==> src/rtl/ahb_lite_master.sv <==
// Command-driven AHB-Lite initiator: turns word-burst commands into pipelined
// AHB transfers, splits bursts at 1KB boundaries and handles two-cycle ERROR responses.
module ahb_lite_master #(
   parameter int MAX_LEN = 16,
   parameter int LEN_W   = 5
) (
   input  logic             hclk,
   input  logic             hresetn,
   input  logic             cmd_valid,
   output logic             cmd_ready,
   input  logic             cmd_write,
   input  logic [31:0]      cmd_addr,
   input  logic [LEN_W-1:0] cmd_len,
   input  logic [31:0]      wr_data,
   output logic             wr_pop,
   output logic             rd_valid,
   output logic [31:0]      rd_data,
   output logic             done,
   output logic             done_err,
   output logic [1:0]       htrans,
   output logic [31:0]      haddr,
   output logic             hwrite,
   output logic [2:0]       hsize,
   output logic [2:0]       hburst,
   output logic [31:0]      hwdata,
   input  logic             hready,
   input  logic [1:0]       hresp,
   input  logic [31:0]      hrdata
);

   localparam logic [1:0] TR_IDLE   = 2'b00;
   localparam logic [1:0] TR_NONSEQ = 2'b10;
   localparam logic [1:0] TR_SEQ    = 2'b11;
   localparam logic [1:0] RESP_ERR  = 2'b01;

   typedef enum logic [2:0] {
      S_IDLE, S_ADDR, S_BURST, S_LAST, S_DONE, S_ERR1
   } state_t;

   state_t           state, state_nxt;
   logic [1:0]       htrans_q;
   logic [LEN_W-1:0] addr_left, data_cnt, len_q, len_eff;
   logic             err_q;
   logic [31:0]      haddr_nxt;
   logic             accept, addr_ph, data_ph, err_now, addr_adv, data_ok, data_fin;

   // zero means one beat; oversize requests are clamped to MAX_LEN
   always_comb begin
      len_eff = cmd_len;
      if (cmd_len == '0)
         len_eff = LEN_W'(1);
      else if (cmd_len > LEN_W'(MAX_LEN))
         len_eff = LEN_W'(MAX_LEN);
   end

   assign accept    = cmd_valid && (state == S_IDLE);
   assign addr_ph   = (state == S_ADDR) || (state == S_BURST);
   assign data_ph   = (state == S_BURST) || (state == S_LAST);
   assign err_now   = data_ph && (hresp == RESP_ERR);
   assign addr_adv  = addr_ph && hready && !err_now;
   assign data_ok   = data_ph && hready && !err_now;
   assign data_fin  = data_ok && ((data_cnt + LEN_W'(1)) == len_q);
   assign haddr_nxt = haddr + 32'd4;

   assign cmd_ready = (state == S_IDLE);
   assign wr_pop    = addr_adv && hwrite;
   assign done      = (state == S_DONE);
   assign done_err  = (state == S_DONE) && err_q;
   assign hsize     = 3'b010;
   // first ERROR cycle cancels the pending address phase before the register catches up
   assign htrans    = err_now ? TR_IDLE : htrans_q;

   always_ff @(posedge hclk) begin
      if (!hresetn) state <= S_IDLE;
      else          state <= state_nxt;
   end

   always_comb begin
      state_nxt = state;
      case (state)
         S_IDLE:  if (accept) state_nxt = S_ADDR;
         S_ADDR:  if (addr_adv) state_nxt = (addr_left == LEN_W'(1)) ? S_LAST : S_BURST;
         S_BURST: begin
            if (err_now)       state_nxt = hready ? S_DONE : S_ERR1;
            else if (addr_adv) state_nxt = (addr_left == LEN_W'(1)) ? S_LAST : S_BURST;
         end
         S_LAST: begin
            if (err_now)       state_nxt = hready ? S_DONE : S_ERR1;
            else if (data_fin) state_nxt = S_DONE;
         end
         S_ERR1:  if (hready) state_nxt = S_DONE;
         S_DONE:  state_nxt = S_IDLE;
         default: state_nxt = S_IDLE;
      endcase
   end

   always_ff @(posedge hclk) begin
      if (!hresetn) begin
         htrans_q  <= TR_IDLE;
         haddr     <= '0;
         hwrite    <= 1'b0;
         hburst    <= 3'b000;
         hwdata    <= '0;
         rd_valid  <= 1'b0;
         rd_data   <= '0;
         addr_left <= '0;
         data_cnt  <= '0;
         len_q     <= '0;
         err_q     <= 1'b0;
      end else begin
         rd_valid <= 1'b0;
         if (accept) begin
            haddr     <= {cmd_addr[31:2], 2'b00};
            htrans_q  <= TR_NONSEQ;
            hwrite    <= cmd_write;
            hburst    <= (len_eff == LEN_W'(1)) ? 3'b000 : 3'b001;
            addr_left <= len_eff;
            len_q     <= len_eff;
            data_cnt  <= '0;
            err_q     <= 1'b0;
         end
         if (addr_adv) begin
            addr_left <= addr_left - LEN_W'(1);
            if (addr_left == LEN_W'(1)) begin
               htrans_q <= TR_IDLE;
            end else begin
               haddr    <= haddr_nxt;
               htrans_q <= (haddr_nxt[9:0] == 10'd0) ? TR_NONSEQ : TR_SEQ;
            end
            if (hwrite) hwdata <= wr_data;
         end
         if (data_ok) begin
            data_cnt <= data_cnt + LEN_W'(1);
            if (!hwrite) begin
               rd_valid <= 1'b1;
               rd_data  <= hrdata;
            end
         end
         if (err_now) begin
            htrans_q <= TR_IDLE;
            err_q    <= 1'b1;
         end
      end
   end

endmodule

==> config.mk <==
export PLATFORM = sky130hd
export DESIGN_NAME = ahb_lite_master
export DESIGN_NICKNAME = d
export VERILOG_FILES = /design/src/rtl/ahb_lite_master.sv
export SDC_FILE = /design/constraint.sdc
export NUM_CORES = 1
export LEC_CHECK = 0
export CAP_MARGIN = 25
export CORE_ASPECT_RATIO = 1.4
export CORE_MARGIN = 4
export CORE_UTILIZATION = 40
export CTS_BUF_LIST = sky130_fd_sc_hd__clkbuf_8 sky130_fd_sc_hd__clkbuf_16
export DETAILED_ROUTE_END_ITERATION = 16
export PLACE_DENSITY_LB_ADDON = 0.15
export SYNTH_ARGS = -nofsm -noshare
export SYNTH_HDL_FRONTEND = slang
export SYNTH_SLANG_ARGS = --single-unit
==> constraint.sdc <==
create_clock -name hclk -period 2 [get_ports hclk]
set_input_delay 0.4 -clock hclk [delete_from_list [all_inputs] [get_ports hclk]]
set_output_delay 0.4 -clock hclk [all_outputs]
set_load 0.05 [all_outputs]
* Word level (Yosys, flattened, before mapping) *
Index checks and enable logic that the tools add are counted.

storage, ports and cells
  register bits = 122
  input port bits = 108
  output and inout port bits = 110
  word-level logic and storage cells = 80

cells by class
  add/subtract/negate cells = 3
  order comparisons = 1
  equality and inequality tests = 12
  multiplexer cells = 27
  bitwise gates (word level) = 2
  reductions and logical operators = 23

operators by type and width
  operator                                                            count
  32-bit two-way mux                                                  3
  32-bit by 3-bit adder with 32-bit output, second input constant     1
  5-bit two-way mux                                                   6
  3-bit two-way mux                                                   6
  3-bit one-hot mux with 5 select lines                               1
  5-bit by 1-bit == test with 1-bit output, second input constant     2
  10-bit logical NOT                                                  1
  1-bit logical AND                                                   9
  2-bit two-way mux                                                   4
  1-bit two-way mux                                                   7
  3-bit by 2-bit == test with 1-bit output, second input constant     2
  3-bit == test, second input constant                                2
  2-bit AND reduction                                                 3
  2-bit nonzero test                                                  3
  5-bit by 1-bit adder with 5-bit output, second input constant       1
  5-bit == test                                                       1
  5-bit greater-than comparator, second input constant                1
  5-bit logical NOT                                                   1
  5-bit by 1-bit subtractor with 5-bit output, second input constant  1
  3-bit by 1-bit == test with 1-bit output, second input constant     1
  3-bit logical NOT                                                   1
  3-bit inequality test, second input constant                        1
  3-bit AND reduction                                                 1
  2-bit by 1-bit == test with 1-bit output, second input constant     1
  6 further kinds                                                     8

* Depth between registers and ports, before layout *
  depth after elaboration = 9
  gate-level depth with buffers = 9

* Worst setup path after synthesis *
OpenSTA, ideal clock, no wires.

  path type = register -> output
  from = register state[2]
  to = output done_err
  arrival time = 2.319 ns
  data required time = 1.600 ns
  path slack = -0.719 ns
  cell stages (with the launch flop) = 5
  cells stage by stage = dfxtp_1 > clkbuf_1 > inv_1 > nor3_1 > and2_1

between the ends
  longest elaborated chain between the ends = 2

ends and longest elaborated chain
  item                      RTL line  RTL
  start: declaration        40        state_t state, state_nxt;
  start signal: assignment  75        else state <= state_nxt;
  3-bit == test             --
  via done                  18        output logic done,
  1-bit logical AND         68        assign done_err = (state == S_DONE) && err_q;
  end: declaration          19        output logic done_err,

The timed path passes the listed nets, and every way through them passes these cells.

* Worst setup path after layout *
  from = input hresp[1]
  to = output wr_pop

between the ends
  longest elaborated chain between the ends = 5

ends and longest elaborated chain
  item                                      RTL line  RTL
  start: declaration                        27        input logic [1:0] hresp,
  2-bit by 1-bit == test with 1-bit output  59        assign err_now = data_ph && (hresp == RESP_ERR);
  1-bit logical AND                         59
  1-bit logical NOT                         60        assign addr_adv = addr_ph && hready && !err_now;
  1-bit logical AND                         60
  1-bit logical AND                         66        assign wr_pop = addr_adv && hwrite;
  end: declaration                          15        output logic wr_pop,

No other way between the ends.

==> run summary <==
RSZ-0062 raised after global routing -> yes
Die X -> 107 µm
Final ANT Viol Nets -> 0
Longest Clk Path Bufs -> 2
crit-path cells -> clkdlybuf4s50_1, nand2b_4, a21o_1, nand3_2, inv_2, buf_12
Max-Cap Viols -> 0
gr ovfl total -> 0
Yosys top cell area share -> 0.434
core region area -> 0.0135 mm²
Setup TNS -> 0 ns
final cell count without fillers -> 1142
pre-CTS setup slack -> -0.245 ns
post-synthesis sequential area ratio -> 0.434
final max-slew violation count -> 0
Max Fanout on Critical Path -> 3
num ports -> 218
first drt pass iteration count -> 5
leak pwr -> 3.58 nW
Hold WC Path Type -> register to register
layout cells sized above 1 -> 0.180
Syn. warnings -> 0
via/cell ratio -> 5.34
CTS root buf -> clkbuf_16
WP buf/inv -> 3
Setup crit end kind -> primary output
CP top delay family -> buffers and inverters
Worst Tran Pin Value -> 0.555 ns
WP data required -> 1.60 ns
vias in the first global route -> 5997
Clock Skew -> 0.00730 ns
fill count -> 1147
GP Congestion -> 0.891
initial antenna violation count -> 0
Min Hold Slack -> 0.452 ns
Tmin final -> 1.97 ns
critical path class -> input pin to primary output
setup ws final -> 0.0324 ns
Num CTS Buffers -> 17
clock latency on the worst-skew pair -> 0.41 ns
largest net degree at the start of global routing -> 46
ys async rst share -> 0
Via Count -> 6095
final wirelength -> 18.5 mm
synth unique cells -> 64
port bufs -> 210
top cells by area, synth -> dfxtp_1, nand2_1, a21oi_1, o21ai_0, nor2_1
dominant synthesized flop cell -> dfxtp_1
status -> completed
Yosys reg bits -> 120
Critical Path AT -> 1.57 ns
CP max-delay cell -> clkdlybuf4s50_1
Max-Slew Margin vs Limit -> 0.629
P&R area growth vs syn -> 60.9%
site row count -> 50
dpl hpwl -> 13.5 mm
count leader, synth -> nand2_1
Clk pin slew, worst setup/hold paths -> 0.05 ns
Die Area -> 0.0158 mm²
Mean Syn Cell Area -> 7.86 µm²
Fmax -> 0.508 GHz
starting density of the core -> 0.411
first-pass GRT wire length -> 29.4 mm
Setup-failing EPs final -> 0
largest area contributor in the netlist -> dfxtp_1
CTS tree -> done
top cells by count, synth -> nand2_1, dfxtp_1, a21oi_1
Nets -> 1060
DRC -> 0
Die Ht -> 147 µm
WL/cell -> 16.2 µm
CP peak stage delay -> 0.45 ns
pwr/cell area -> 824 mW/mm²
endpoints failing hold -> 0
EDFF count, synth -> 0
post-synthesis cell area -> 0.00553 mm²
crit share post-route -> 0.984
clk sinks -> 120
Mapped Cells -> 704
VDD IR max -> 572 µV
dpl cells -> 1104
All-Layer GR Usage -> 0.229
ANT cells -> 0
H-tree Lvls -> 4
critical path startpoint category -> input pin
DRT iter0 DRCs -> 312
## state kept, by name (all words and copies together) (netlist names)
name	flops
data_cnt	5
htrans_q	2
hburst	1
hwdata	32
err_q	1
len_q	5
addr_left	5
state	3
rd_valid	1
rd_data	32
haddr	32
hwrite	1
## placed cells by master, fill, tap and decap left out, types with 14 or more instances in the layout
master,n
nor3_1,15
nor2_1,29
buf_4,71
dfxtp_1,101
a21oi_1,97
dfxtp_2,16
nand3_1,14
clkbuf_16,18
dlymetal6s2s_1,18
o21ai_0,27
clkdlybuf4s50_1,155
dlygate4sd2_1,14
nand2_1,167
## what timing repair did
action	CTS	global route
gates resized for setup	25	34
setup buffers	1	5
pin swaps	1	7
hold buffers	0	0
setup endpoints to repair	17	32
cloned	0	0
## metrics by stage
stage | util | power [W] | area [µm²]
floorplan | - | 0.00367 | 5590
global placement | 0.608 | 0.00440 | 8180
detailed placement | 0.608 | 0.00442 | 8180
CTS | 0.652 | 0.00736 | 8770
global route | 0.661 | 0.00763 | 8900
finish | 0.661 | 0.00733 | 8900
## path summary, 6_finish.rpt
| check | from | depth (start not counted) | endpoint | slack [ns] |
|---|---|---|---|---|
| worst min-delay path | rd_data[27] | 2 | rd_data[27] | 0.45 |
| worst max-delay path | hresp[1] | 6 | wr_pop | 0.03 |
| worst min register to register | rd_data[27] | 2 | rd_data[27] | 0.45 |
| worst max register to register | addr_left[1] | 9 | haddr[27] | 0.07 |
## routing by layer
metal  track usage  wire (µm)  vias up
met5             0          0        -
met2         0.421       9810      252
met4        0.0859        542        0
met1         0.259       7010     2837
li1              -          -     2964
met3        0.0426       1100       42
## power by group
group / internal [W] / switching [W] / total, W
clock: 0.00178 / 0.00113 / 0.00292
sequential: 0.00253 / 0.000138 / 0.00267
combinational: 0.000752 / 0.000989 / 0.00174
## worst min-delay path, stage by stage (launching register included)
cell and delay, ns:
dfxtp_1 0.30, nand2_1 0.05, a21oi_1 0.05
## kinds of logic after synthesis
group	share of synthesized area
AOI/OAI and AO/OA	0.219
muxes	0.00204
and+or+nand+nor	0.264
DFF	0.434
adders and majority gates	0.0113
buffers and inverters	0.0570
xor gates and xnor gates	0.0111
other	0.00136
## area by class of cell
class | instances | area [µm²] | area share
clock buffer | 18 | 450 | 0.0506
sequential | 120 | 2430 | 0.274
clock inverter | 14 | 123 | 0.0138
tap | 182 | 228 | 0.0256
multi-input combinational | 522 | 2910 | 0.328
inverter | 15 | 56.3 | 0.00633
timing repair buffer | 271 | 2690 | 0.303
No activity file was read; power rests on OpenSTA's default activity.
